--- src/rtl/current_adc_sampler.sv ---
// current_adc_sampler: periodic 16-bit SPI read of the current ADC with leading-zero frame check.
// Define CURRENT_AVG_EN to insert a 2**AVG_LOG2-sample moving average before the output register.
module current_adc_sampler #(
  parameter int CLK_DIV       = 4,
  parameter int SAMPLE_PERIOD = 1000,
  parameter int AVG_LOG2      = 2
) (
  input  logic        clk,
  input  logic        rst,
  input  logic        adc_sdo,
  output logic        adc_sclk,
  output logic        adc_cs_n,
  output logic [11:0] current_b_out,
  output logic        current_valid,
  output logic        frame_err
);
  localparam int DW = CLK_DIV > 1 ? $clog2(CLK_DIV) : 1;
  localparam int PW = SAMPLE_PERIOD > 1 ? $clog2(SAMPLE_PERIOD) : 1;
  localparam int QW = $clog2(2 * CLK_DIV);
  typedef enum logic [1:0] {IDLE, SHIFT, DONE, QUIET} state_t;
  state_t state, state_nx;
  logic [PW-1:0] pcnt;
  logic [DW-1:0] div;
  logic [4:0] half;
  logic [QW-1:0] qc;
  logic [15:0] sr;
  logic pend, wrap, go, half_end, rise, shift_end, q_end, done, good;
  assign wrap      = pcnt == PW'(SAMPLE_PERIOD - 1);
  assign go        = wrap | pend;
  assign half_end  = div == DW'(CLK_DIV - 1);
  assign rise      = state == SHIFT && half_end && !half[0];
  assign shift_end = state == SHIFT && half_end && half == 5'd31;
  assign q_end     = qc == QW'(2 * CLK_DIV - 1);
  assign done      = state == DONE;
  assign good      = sr[15:12] == 4'd0;
  always_ff @(posedge clk or posedge rst)
    if (rst) state <= IDLE;
    else state <= state_nx;
  always_comb
    state_nx = state == IDLE  ? (go ? SHIFT : IDLE) :
               state == SHIFT ? (shift_end ? DONE : SHIFT) :
               state == DONE  ? QUIET :
                                (q_end ? (go ? SHIFT : IDLE) : QUIET);
  always_comb begin
    adc_cs_n = state != SHIFT;
    adc_sclk = state != SHIFT || half[0];
  end
  // wraps landing outside IDLE/QUIET-exit collapse into one pending start
  always_ff @(posedge clk or posedge rst)
    if (rst) begin
      pcnt <= '0;
      pend <= 1'b0;
    end else begin
      pcnt <= wrap ? '0 : pcnt + 1'b1;
      pend <= (state_nx == SHIFT && state != SHIFT) ? 1'b0 : go;
    end
  always_ff @(posedge clk or posedge rst)
    if (rst) begin
      div       <= '0;
      half      <= '0;
      qc        <= '0;
      sr        <= '0;
      frame_err <= 1'b0;
    end else begin
      div  <= (state != SHIFT || half_end) ? '0 : div + 1'b1;
      half <= state != SHIFT ? '0 : half_end ? half + 1'b1 : half;
      qc   <= state == QUIET ? qc + 1'b1 : '0;
      if (rise) sr <= {sr[14:0], adc_sdo};
      if (done) frame_err <= !good;
    end
`ifdef CURRENT_AVG_EN
  localparam int N  = 1 << AVG_LOG2;
  localparam int AW = 12 + AVG_LOG2;
  localparam int IW = AVG_LOG2 > 0 ? AVG_LOG2 : 1;
  logic [11:0] win [N];
  logic [AW-1:0] acc;
  logic [IW-1:0] idx;
  logic full, upd;
  // running sum replaces the oldest slot; output is read from it one cycle later
  always_ff @(posedge clk or posedge rst)
    if (rst) begin
      for (int i = 0; i < N; i++) win[i] <= '0;
      acc           <= '0;
      idx           <= '0;
      full          <= 1'b0;
      upd           <= 1'b0;
      current_b_out <= '0;
      current_valid <= 1'b0;
    end else begin
      upd           <= done && good;
      current_valid <= upd && full;
      if (upd) current_b_out <= 12'(acc >> AVG_LOG2);
      if (done && good) begin
        acc      <= acc - AW'(win[idx]) + AW'(sr[11:0]);
        win[idx] <= sr[11:0];
        idx      <= IW'(idx + 1'b1) & IW'(N - 1);
        if (idx == IW'(N - 1)) full <= 1'b1;
      end
    end
`else
  always_ff @(posedge clk or posedge rst)
    if (rst) begin
      current_b_out <= '0;
      current_valid <= 1'b0;
    end else begin
      current_valid <= done && good;
      if (done && good) current_b_out <= sr[11:0];
    end
`endif
endmodule

--- config.mk ---
export PLATFORM = sky130hd
export DESIGN_NAME = current_adc_sampler
export DESIGN_NICKNAME = d
export VERILOG_FILES = /design/src/rtl/current_adc_sampler.sv
export SDC_FILE = /design/constraint.sdc
export NUM_CORES = 1
export LEC_CHECK = 0
export CAP_MARGIN = 20
export CORE_AREA = 8 8 78 80
export CTS_CLUSTER_SIZE = 10
export DETAILED_ROUTE_END_ITERATION = 8
export DIE_AREA = 0 0 86 88
export GPL_ROUTABILITY_DRIVEN = 0
export PLACE_DENSITY_LB_ADDON = 0.08
export RECOVER_POWER = 25
export SYNTH_ARGS = -nofsm -noshare
export SYNTH_HDL_FRONTEND = slang
export SYNTH_SLANG_ARGS = --single-unit
--- constraint.sdc ---
create_clock -name clk -period 2.4 [get_ports clk]
set_clock_uncertainty 0.15 [all_clocks]
set_input_delay 0.36 -clock clk [delete_from_list [all_inputs] [get_ports clk]]
set_output_delay 0.36 -clock clk [all_outputs]
set_load 0.005 [all_outputs]
# Word level (Yosys, flattened, before mapping)
# Cells that the tools add are included.
# Widths: inputs -> output; s select.
# totals
ff_bits	53
input_bits	3
output_inout_bits	16
# classes
addsub	4
n_eq_ne	9
n_mux	12
bitwise_logic	1
reduce_logical	12
# op_table
op	count
$mux 2	6
$add 10x1->10 const B	1
$eq 10x10->1 const B	1
$mux 10	1
$mux 5	2
$eq 2x2->1 const B	3
$add 5x1->5 const B	1
$eq 5x5->1 const B	1
$logic_and 1x1->1	5
$eq 2x1->1 const B	2
$logic_not 4->1	1
$add 3x1->3 const B	1
$eq 3x3->1 const B	1
$mux 3	1
$add 2x1->2 const B	1
$logic_not 1->1	2
$logic_not 2->1	1
$logic_or 1x1->1	2
$mux 1	2
$ne 2x1->1 const B	1
$reduce_bool 2->1	1
$or 1x1->1	1

# Longest topological paths before layout
# logic_depth
depth_word	10
depth_mapped	5

# Least setup slack after synthesis
# No wires, ideal clock.
# synth_path
path_kind	register to register
from	register div[0]
to	register sr[0]
setup_ps	125
arrival_ps	1669
path_slack_ps	456
stages_incl_launch_ff	6
n_path_buf	2
path_cell_list	dfrtp_1 -> ha_1 -> clkbuf_1 -> nor3b_4 -> buf_6 -> mux2_2
# synth_via
elab_chain_len	3
# synth_lines
item	line	rtl
start, declared	23	logic [DW-1:0] div;
start signal, assigned	65	div <= (state != SHIFT || half_end) ? '0 : div + 1'b1;
$eq 2x2->1	30	assign half_end = div == DW'(CLK_DIV - 1);
$logic_and 1x1->1 (2 in series)	31	assign rise = state == SHIFT && half_end && !half[0];
end signal, assigned	68	if (rise) sr <= {sr[14:0], adc_sdo};
end, declared	26	logic [15:0] sr;
# Every way passes these cells.
# A chain may end at the register's enable or synchronous reset.

# Final worst setup path
# layout_path
from	register state[1]
to	output adc_sclk
# layout_via
elab_chain_len	2
# layout_lines
item	line	rtl
start, declared	21	state_t state, state_nx;
start signal, assigned	38	else state <= state_nx;
$ne 2x1->1	46	adc_sclk = state != SHIFT || half[0];
$logic_or 1x1->1	46	
end, declared	11	output logic adc_sclk,
# Every way passes these cells.

==> impl_metrics.tcl <==
set metrics [dict create \
    status "completed" \
    max_slew_margin 0.169 \
    p_total_mw 1.40 \
    grt.total_usage 0.0990 \
    peakVddDrop_mv 0.285 \
    viasPerCell 5.00 \
    fmax_ghz 0.461 \
    fin_cells 257 \
    synth_compound_area_frac 0.0432 \
    synth_common_cells "dfrtp_1, mux2_2, nor2_1, nand2_1, ha_1" \
    cts_sinks 53 \
    path_delay_family "flip-flops" \
    ys.flop_type "dfrtp_1" \
    hold_class "reg2reg" \
    grt_pass1_wl_um 5930 \
    maxCapViolations 0 \
    clk_latency_ns 0.31 \
    synth_edf_count 0 \
    dp_hpwl_um 2310 \
    grt_max_degree 54 \
    drc 0 \
    worst_path_max_delay_cell "dfrtp_1" \
    clkTransAtPathRegs_ns 0.09 \
    cts_buffer_depth 2 \
    worstPathArrival_ns 1.66 \
    synth.top_cell.area_share 0.610 \
    synthArstFlopShare 1.00 \
    syn_inst 161 \
    initial_core_util 0.443 \
    synth.area.top_cells "dfrtp_1, mux2_2, ha_1, nor2_1, xor2_1" \
    fillers 425 \
    area_growth_pct 16.3 \
    drtIter0Drc 40 \
    overflow 0 \
    finalWirelength_um 3330 \
    grt_pass1_vias 1335 \
    crit_path_cell_trace "nor2b_4 > or2b_1 > clkdlybuf4s50_1" \
    cts_max_level 2 \
    synthMostInstantiatedCell "dfrtp_1" \
    core_um2 4910 \
    dp.cells 249 \
    yosysUniqueCellTypes 36 \
    worst-path-max-fanout 7 \
    wl_per_cell_um 13.0 \
    syn_area_um2 2170 \
    rsz0062_at_grt "no" \
    final-hold-violation-count 0 \
    drive_above_1_share 0.219 \
    postCtsHoldBufs 0 \
    worstSetupEndpointType "output port" \
    cp-start-kind "register" \
    final_area_um2 2530 \
    ctsResizeCount 0 \
    p_leak_nw 1.20 \
    critPathBufInv 1 \
    numCtsBuffers 5 \
    muxShareOfSynthArea 0.154 \
    die-area_um2 7570 \
    place_area_um2 2460 \
    portBuffers 18 \
    cts_tree "done" \
    num_io_pins 19 \
    antenna_found_initial 0 \
    required_ns 1.89 \
    avgSynthCellArea_um2 13.5 \
    yosys.area_share.simple 0.113 \
    fin_crit_ns 2.17 \
    tightest_slew_ns 1.25 \
    cts-root-buf "clkbuf_8" \
    first_pass_iters 3 \
    yosys.area.top_type "dfrtp_1" \
    num_antenna_cells 0 \
    slowest_delay_ns 0.47 \
    postRouteAntennaNets 0 \
    ys_warn_count 0 \
    post_cts_buffers 0 \
    ys_seq_area_frac 0.610 \
    fp-row-count 26 \
    synth-xor-area-share 0.0242 \
    synth_fa_ha_area_frac 0.0345 \
    ys_ff_latch 53 \
    p_per_area_nw_per_um2 555 \
    fp.dieH_um 88 \
    worstSetupPathType "reg2out" \
    fp.dieW_um 86 \
    drv_slew 0 \
    fin_tns_setup_ns 0 \
    route.vias.total 1285 \
    fin_nets 195 \
    fin_util 0.515 \
    min_period_over_period 0.904 \
    synth_top_family_by_area "multiplexers" \
    finalSetupViolCount 0 \
    synth.net_count 170 \
]
==> power breakdown <==
group,switching (mW),internal [mW]
sequential,0,0.892
combinational,0.0166,0.00311
clock,0.286,0.206
total,0.303,1.10
==> metrics by stage <==
step / hold WS, ns / setup slack, ns
floorplan: 0.257 / 0.456
global placement: 0.272 / 0.578
detailed placement: 0.276 / 0.541
CTS: 0.289 / 0.210
global route: 0.325 / 0.146
finish: 0.295 / 0.231
==> final cells by class <==
cell class,count,area (um^2),area share
Clock buffer,6,72.6,0.0287
Clock inverter,2,15.0,0.00593
Inverter,6,25.0,0.00989
Multi-Input combinational cell,99,803,0.318
Sequential cell,53,1330,0.524
Tap cell,70,87.6,0.0346
Timing Repair Buffer,21,200,0.0791
==> state kept, by name, indices dropped and copies added (netlist names) <==
signal and cells:
qc 3, current_b_out 12, half 5, div 2
sr 16, state 2, current_valid 1, pcnt 10
pend 1, frame_err 1
==> cell usage in the layout (no fill, tap or decap), types with 2 or more instances in the layout <==
cell	instances
o21ai_0	3
mux2i_1	2
and3_1	3
xor2_1	4
or3_1	3
clkbuf_8	5
nor3_1	3
xnor2_1	2
clkdlybuf4s50_1	17
a21oi_1	4
nor2_1	10
ha_1	6
nand3_1	5
dfrtp_1	53
nand4_1	3
clkinvlp_4	2
buf_4	2
inv_1	4
nand2_1	7
mux2_2	28
==> logic make-up after synthesis <==
logic type               count (synthesis)
XOR/XNOR                                 6
flip-flops                              53
AND/OR/NAND/NOR                         43
multiplexers                            30
buffers and inverters                    9
AO/OA/AOI/OAI                           14
adder cells (fa/ha/maj)                  6
==> worst paths after layout <==
check | startpoint | endpoint | slack (ns) | cells after the start
max | state[1] | adc_sclk | 0.23 | 3
min | qc[0] | qc[0] | 0.29 | 1
max reg2reg | pcnt[0] | pcnt[7] | 0.54 | 4
min reg2reg | qc[0] | qc[0] | 0.29 | 1
max in group asynchronous | rst | pcnt[9] | 0.58 | 3
min in group asynchronous | rst | sr[6] | 0.77 | 3
==> worst reg2reg max path: cells and delay by family (launching register included) <==
| kind | cells | cell delay (ns) |
|---|---|---|
| simple gates | 2 | 0.82 |
| compound gates | 1 | 0.10 |
| fa+ha+maj | 1 | 0.24 |
| flops | 1 | 0.40 |
==> routing by layer <==
layer	wire, um	track usage	vias to the layer above
met2	1620	0.166	18
met3	146	0.0319	5
li1	-	-	621
met4	52	0.0430	0
met1	1520	0.114	641
met5	0	0	-
(Power assumes the default switching activity.)
